### src/rtl/melody_sequencer.sv
// Note-table player: fetches {last, half_period, dur} entries from a 1-cycle ROM and
// renders each as a square wave followed by a fixed silent gap.
module melody_sequencer #(
  parameter int NUM_TRACKS  = 4,
  parameter int IDX_W       = 5,
  parameter int HP_W        = 18,
  parameter int BEAT_CYCLES = 6250000,
  parameter int GAP_CYCLES  = 250000,
  localparam int TRK_W      = (NUM_TRACKS > 1) ? $clog2(NUM_TRACKS) : 1
) (
  input  logic                   clk,
  input  logic                   reset,
  input  logic                   play,
  input  logic [TRK_W-1:0]       track,
  input  logic                   loop,
  output logic [TRK_W+IDX_W-1:0] rom_addr,
  input  logic [HP_W+4:0]        rom_data,
  output logic                   musica,
  output logic                   busy,
  output logic                   done
);

  // Longest note is 16 units; the down-counter holds at most 16*BEAT_CYCLES-1.
  localparam int DC_W = $clog2(16 * BEAT_CYCLES);
  localparam int GC_W = (GAP_CYCLES > 1) ? $clog2(GAP_CYCLES) : 1;

  typedef enum logic [2:0] {IDLE, FETCH, LOAD, PLAY, GAP, DONE} state_t;

  state_t            state;
  logic [TRK_W-1:0]  trk_q;
  logic [IDX_W-1:0]  idx_q;
  logic              last_q;
  logic [HP_W-1:0]   hp_q;
  logic [HP_W-1:0]   hc_q;
  logic [DC_W-1:0]   dc_q;
  logic [GC_W-1:0]   gc_q;
  logic              is_last;

  // dur=0 encodes 16 units; result is the PLAY length minus one (down-count terminal 0).
  function automatic logic [DC_W-1:0] play_len_m1(input logic [3:0] dur);
    logic [DC_W-1:0] units;
    units = (dur == 4'd0) ? DC_W'(16) : DC_W'(dur);
    return units * DC_W'(BEAT_CYCLES) - DC_W'(1);
  endfunction

  assign rom_addr = {trk_q, idx_q};
  assign is_last  = last_q || (idx_q == '1);

  always_ff @(posedge clk) begin
    if (reset) begin
      state  <= IDLE;
      trk_q  <= '0;
      idx_q  <= '0;
      last_q <= 1'b0;
      hp_q   <= '0;
      hc_q   <= '0;
      dc_q   <= '0;
      gc_q   <= '0;
      musica <= 1'b0;
      busy   <= 1'b0;
      done   <= 1'b0;
    end else begin
      done <= 1'b0;
      if (!play) begin
        state  <= IDLE;
        musica <= 1'b0;
        busy   <= 1'b0;
      end else if (state != IDLE && track != trk_q) begin
        trk_q  <= track;
        idx_q  <= '0;
        musica <= 1'b0;
        busy   <= 1'b1;
        state  <= FETCH;
      end else begin
        unique case (state)
          IDLE: begin
            trk_q  <= track;
            idx_q  <= '0;
            musica <= 1'b0;
            busy   <= 1'b1;
            state  <= FETCH;
          end
          FETCH: state <= LOAD;
          LOAD: begin
            last_q <= rom_data[HP_W+4];
            hp_q   <= rom_data[HP_W+3:4];
            dc_q   <= play_len_m1(rom_data[3:0]);
            hc_q   <= '0;
            musica <= 1'b0;
            state  <= PLAY;
          end
          PLAY: begin
            if (dc_q == '0) begin
              musica <= 1'b0;
              gc_q   <= GC_W'(GAP_CYCLES - 1);
              state  <= GAP;
            end else begin
              dc_q <= dc_q - DC_W'(1);
              // half_period of zero is a rest: the tone counter stays parked
              if (hp_q != '0) begin
                if (hc_q == hp_q - HP_W'(1)) begin
                  musica <= ~musica;
                  hc_q   <= '0;
                end else begin
                  hc_q <= hc_q + HP_W'(1);
                end
              end
            end
          end
          GAP: begin
            if (gc_q == '0) begin
              if (is_last) begin
                if (loop) begin
                  idx_q <= '0;
                  state <= FETCH;
                end else begin
                  done  <= 1'b1;
                  busy  <= 1'b0;
                  state <= DONE;
                end
              end else begin
                idx_q <= idx_q + IDX_W'(1);
                state <= FETCH;
              end
            end else begin
              gc_q <= gc_q - GC_W'(1);
            end
          end
          DONE: begin
            musica <= 1'b0;
            busy   <= 1'b0;
          end
          default: state <= IDLE;
        endcase
      end
    end
  end

endmodule

### config.mk
export PLATFORM = sky130hd
export DESIGN_NAME = melody_sequencer
export DESIGN_NICKNAME = d
export VERILOG_FILES = /design/src/rtl/melody_sequencer.sv
export SDC_FILE = /design/constraint.sdc
export NUM_CORES = 1
export LEC_CHECK = 0
export BUFFER_PORTS_ARGS = -buffer_cell sky130_fd_sc_hd__buf_2
export CAP_MARGIN = 20
export CORE_MARGIN = 2
export CORE_UTILIZATION = 63
export DETAILED_ROUTE_END_ITERATION = 16
export GPL_ROUTABILITY_DRIVEN = 0
export PLACE_DENSITY = 0.82
export SYNTH_ARGS = -nofsm -noshare
export SYNTH_HDL_FRONTEND = slang
export SYNTH_SLANG_ARGS = --single-unit
### constraint.sdc
create_clock -name clk -period 6.6 [get_ports clk]
set_input_delay 0.66 -clock clk [delete_from_list [all_inputs] [get_ports clk]]
set_output_delay 0.66 -clock clk [all_outputs]
set_load 0.01 [all_outputs]
-- Yosys cells after proc, flatten, opt, wreduce, memory -nomap -nowiden
Cells that the tools add are included.
- flip-flop bits (word level): 95
- input bits: 29
- output and inout bits: 10
- logic and storage cells: 108
- add/sub/neg operators: 6
- $mul: 1
- equality and inequality tests: 21
- muxes and demuxes: 33
- bitwise logic cells: 7
- reductions and logical operators: 28
- operator list (operator ; number):
    18-bit two-way mux ; 5
    18-bit case mux with 2 select lines ; 2
    27-bit case mux with 2 select lines ; 1
    27-bit by 1-bit subtractor with 27-bit output (second input constant) ; 2
    18-bit by 1-bit subtractor with 18-bit output (second input constant) ; 2
    27-bit zero test ; 1
    27-bit two-way mux ; 1
    5-bit two-way mux ; 5
    5-bit by 19-bit multiplier with 23-bit output (second input constant) ; 1
    18-bit by 1-bit adder with 18-bit output (second input constant) ; 1
    18-bit equality test ; 1
    18-bit zero test ; 1
    3-bit inequality test (second input constant) ; 6
    3-bit case mux with 6 select lines ; 1
    18-bit nonzero test ; 1
    3-bit two-way mux ; 4
    2-bit inequality test (second input constant) ; 6
    3-bit AND reduction ; 4
    4-bit AND reduction ; 3
    5-bit case mux with 2 select lines ; 1
    5-bit AND reduction ; 2
    1-bit two-way mux ; 9
    2-bit nonzero test ; 4
    1-bit NOT ; 7
    20 further kinds ; 25

-- Depth between registers and ports, before layout
- depth in word-level cells: 6
- mapped depth: 22
- mapped depth without buffers: 19

-- Least setup slack after synthesis
OpenSTA, ideal clock, no wires.
- kind: input port to flip-flop
- start: in rom_data[1]
- end: reg dc_q[26]
- setup time: 0.130 ns
- arrival time: 5.049 ns
- required time: 6.470 ns
- setup slack: 1.421 ns
- cell stages on the path: 21
- buffers on the path: 3
- path through: clkbuf_1 inv_1 ha_1 clkbuf_1 nand2_1 clkbuf_1 nand2_1 inv_1 ha_1 inv_1 fa_1 inv_1 fa_1 a21o_1 a221oi_1 o21ai_0 o21a_1 a2111oi_2 nand3_1 o2111ai_1 o211ai_1
- longest elaborated chain between the ends: 5
- RTL lines (what ; line ; text):
    from (decl) ; 17 ; input logic [HP_W+4:0] rom_data,
    4-bit zero test ; 42 ; units = (dur == 4'd0) ? DC_W'(16) : DC_W'(dur);
    5-bit two-way mux * ; 42 ;
    5-bit by 19-bit multiplier with 23-bit output * ; 43 ; return units * DC_W'(BEAT_CYCLES) - DC_W'(1);
    27-bit by 1-bit subtractor with 27-bit output * ; 43 ;
    27-bit case mux with 2 select lines * ; 75 ; unique case (state)
    to (signal assigned) ; 87 ; dc_q <= play_len_m1(rom_data[3:0]);
    to (signal assigned) ; 98 ; dc_q <= dc_q - DC_W'(1);
    to (decl) ; 35 ; logic [DC_W-1:0] dc_q;
Every way passes the cells marked *; elsewhere a longest branch is shown, timed or not.
A chain may end at the register's enable or synchronous reset.

-- Worst setup path after layout
- start: in rom_data[2]
- end: reg dc_q[26]
Same word-level chain as after synthesis.

==> run summary <==
Max Slew Vio Count - 0
Overall power - 1.71 mW
Largest net degree at the start of global routing - 79
Critical Path Fanout Max - 11
Routed wire length - 17800 um
Clock sinks - 95
WHS - 461 ps
Required @ worst endpoint - 6830 ps
Vias in the first global route - 6643
Max H-tree Level - 3
Mapped Avg Cell Area - 7.59 um^2
Seq/Total Area, Yosys - 25.7%
CTS Hold Bufs - 0
DR vias/cell - 6.27
Max clock buf depth - 2
Worst-case clock skew - 6.36 ps
Post-synth EDFFs - 0
DIE WIDTH - 112 um
Layout area overhead - 7.06%
Top FF cell, synth - dfxtp_1
Final Worst Setup Slack - 1240 ps
FFs w/ async S/R, synth - 0%
Reg clk slew, reported paths - 70 ps
Tmin final - 5360 ps
GRT Util Overall - 28.5%
Yosys warns - 0
CP Class - input port to flip-flop
Cell variety after synth - 80
CTS tree - done
Peak VDD IR - 0.241 mV
Post-Route Utilization - 69.3%
Final nets - 1056
Final hold vios - 0
First-pass GRT wire length - 30100 um
Non-Filler Instances - 1124
Max-Slew Margin vs Limit - 30.9%
Root buf cell - clkbuf_16
Num CTS Buffers - 9
I/O pins - 39
Hold Crit Class - flip-flop to flip-flop
Worst Setup Start Kind - input port
Port-buffer cells - 38
Max Clock Freq - 187 MHz
RSZ-0062 raised after global routing - no
Area of the multi-input gates - 5080 um^2
Placed cell count - 1107
Die height - 112 um
# setup viols final - 0
Syn nets - 1054
Placed inst area - 7580 um^2
Power Dens Cells - 216 nW/um^2
Post-CTS Setup Repair Bufs - 0
N_diodes - 0
DRT Pass-1 Iters - 5
Vias post-DR - 7042
Worst-Skew Late Latency - 360 ps
Grt ovf - 0
Setup TNS - 0 ps
Worst slew pin tran - 1030 ps
Post-synthesis cell area - 7390 um^2
Share of cells above drive strength 1 - 9.48%
Initial Util - 64.7%
Leak - 3.07 nW
DRT iter0 DRCs - 577
Crit. End Element - flip-flop
Dpl ws - 987 ps
Core ar. - 11400 um^2
Crit path DAT - 5590 ps
Post-detail-place hpwl - 12700 um
Synth Register Bits - 95
Syn Inst Count - 974
Total die area - 12600 um^2
Outcome - finished, final reports clean
# Max-Cap Violations - 0
Number of gates resized after CTS - 0
Initial antenna violation count - 0
Final ANT Viol Nets - 0
Drt wl/cell - 15.8 um
Final Cycle Share - 81.1%
# DRC - 0
Filler Cell Count - 941
FF/Latch Area - 1900 um^2
FP Rows - 39
Final instance area - 7910 um^2
-- routing by layer --
layer / vias to the layer above / global-route usage [%] / share of wire, %
met4: 0 / 11.2 / 2.6
met3: 44 / 5.24 / 4.4
met5: - / 0 / 0
li1: 3509 / - / -
met2: 189 / 50.0 / 49
met1: 3300 / 34.7 / 44
-- report_power, final --
part / switching, mW / internal, mW / leakage [nW]
clock network: 0.233 / 0.343 / 0.156
logic: 0.332 / 0.220 / 2.14
registers: 0.00557 / 0.577 / 0.766
-- synth_stat cells (14+ instances only) --
cell | n | area share (%)
nor3_1 | 34 | 2.3
a21oi_1 | 78 | 5.3
xnor2_1 | 34 | 4.0
nand2_1 | 117 | 5.9
dfxtp_1 | 95 | 26
inv_1 | 52 | 2.6
clkbuf_1 | 40 | 2.0
nor4_1 | 14 | 1.2
nand3_1 | 36 | 2.4
nand2b_1 | 14 | 1.2
xor2_1 | 27 | 3.2
ha_1 | 42 | 7.1
o21ai_0 | 53 | 3.6
nor2_1 | 81 | 4.1
-- cells in the final DEF (no fill, tap or decap), drive strengths merged, types with 6 or more instances in the layout --
master | synthesis | routed
nand3 | 36 | 36
or3 | 6 | 6
or2 | 9 | 9
a211oi | 11 | 11
xor2 | 27 | 27
a22oi | 10 | 10
a311oi | 10 | 10
nor3 | 34 | 34
inv | 52 | 52
buf | 12 | 44
a32oi | 6 | 6
clkbuf | 41 | 11
nand2b | 14 | 14
o22ai | 9 | 9
nor4 | 16 | 16
a211o | 8 | 8
a21oi | 80 | 80
nor2 | 81 | 81
xnor2 | 34 | 34
nand3b | 6 | 6
nor2b | 10 | 10
dfxtp | 95 | 95
o21a | 9 | 9
fa | 9 | 9
and3 | 11 | 11
nand4 | 10 | 10
a21o | 6 | 6
ha | 42 | 42
or4 | 7 | 7
nor3b | 8 | 8
nand2 | 117 | 117
nor4b | 6 | 6
o21ai | 58 | 58
a31oi | 12 | 12
o31ai | 9 | 9
-- sequential cells by signal, summed over array words and instances, names as in the netlist --
signal / count
busy: 1
state: 3
hc_q: 18
last_q: 1
gc_q: 18
trk_q: 2
done: 1
dc_q: 27
idx_q: 5
musica: 1
hp_q: 18
-- area by class of cell --
class                   instances  share of cell area (%)
clock buffers                  11                    3.07
multi-input cells             773                    64.2
clock inverters                 5                    1.03
well taps                     143                    2.26
inverters                      53                    2.51
repair buffers                 44                    2.94
flip-flops and latches         95                    24.0
-- critical path, cell delays in order --
cell       delay, ps
buf_2            160
inv_1            140
ha_1             290
nand2_1          300
nand2_1          350
inv_1            140
ha_1             310
inv_1             50
fa_1             500
inv_1             80
fa_1             460
a21o_1           170
a221oi_1         460
o21ai_0          270
o21a_1           250
a2111oi_2        490
nand3_1          170
o2111ai_1        220
o211ai_1         110
-- worst paths after layout --
kind	start	to	slack (ps)	depth (start not counted)
setup / recovery	rom_data[2]	dc_q[26]	1240	19
hold / removal	last_q	last_q	460	2
setup reg to reg	dc_q[0]	dc_q[19]	3120	11
hold reg to reg	last_q	last_q	460	2
-- cells by family after synthesis --
group	Yosys count	share of synthesized area (%)
compound gates	263	23.7
xor+xnor	62	7.53
fa+ha+maj	51	9.55
buf+inv	106	5.81
flops	95	25.7
mux	5	0.677
other cells	1	0.0507
simple gates	391	27.0
Note: power is estimated with default switching activity, not from simulation.
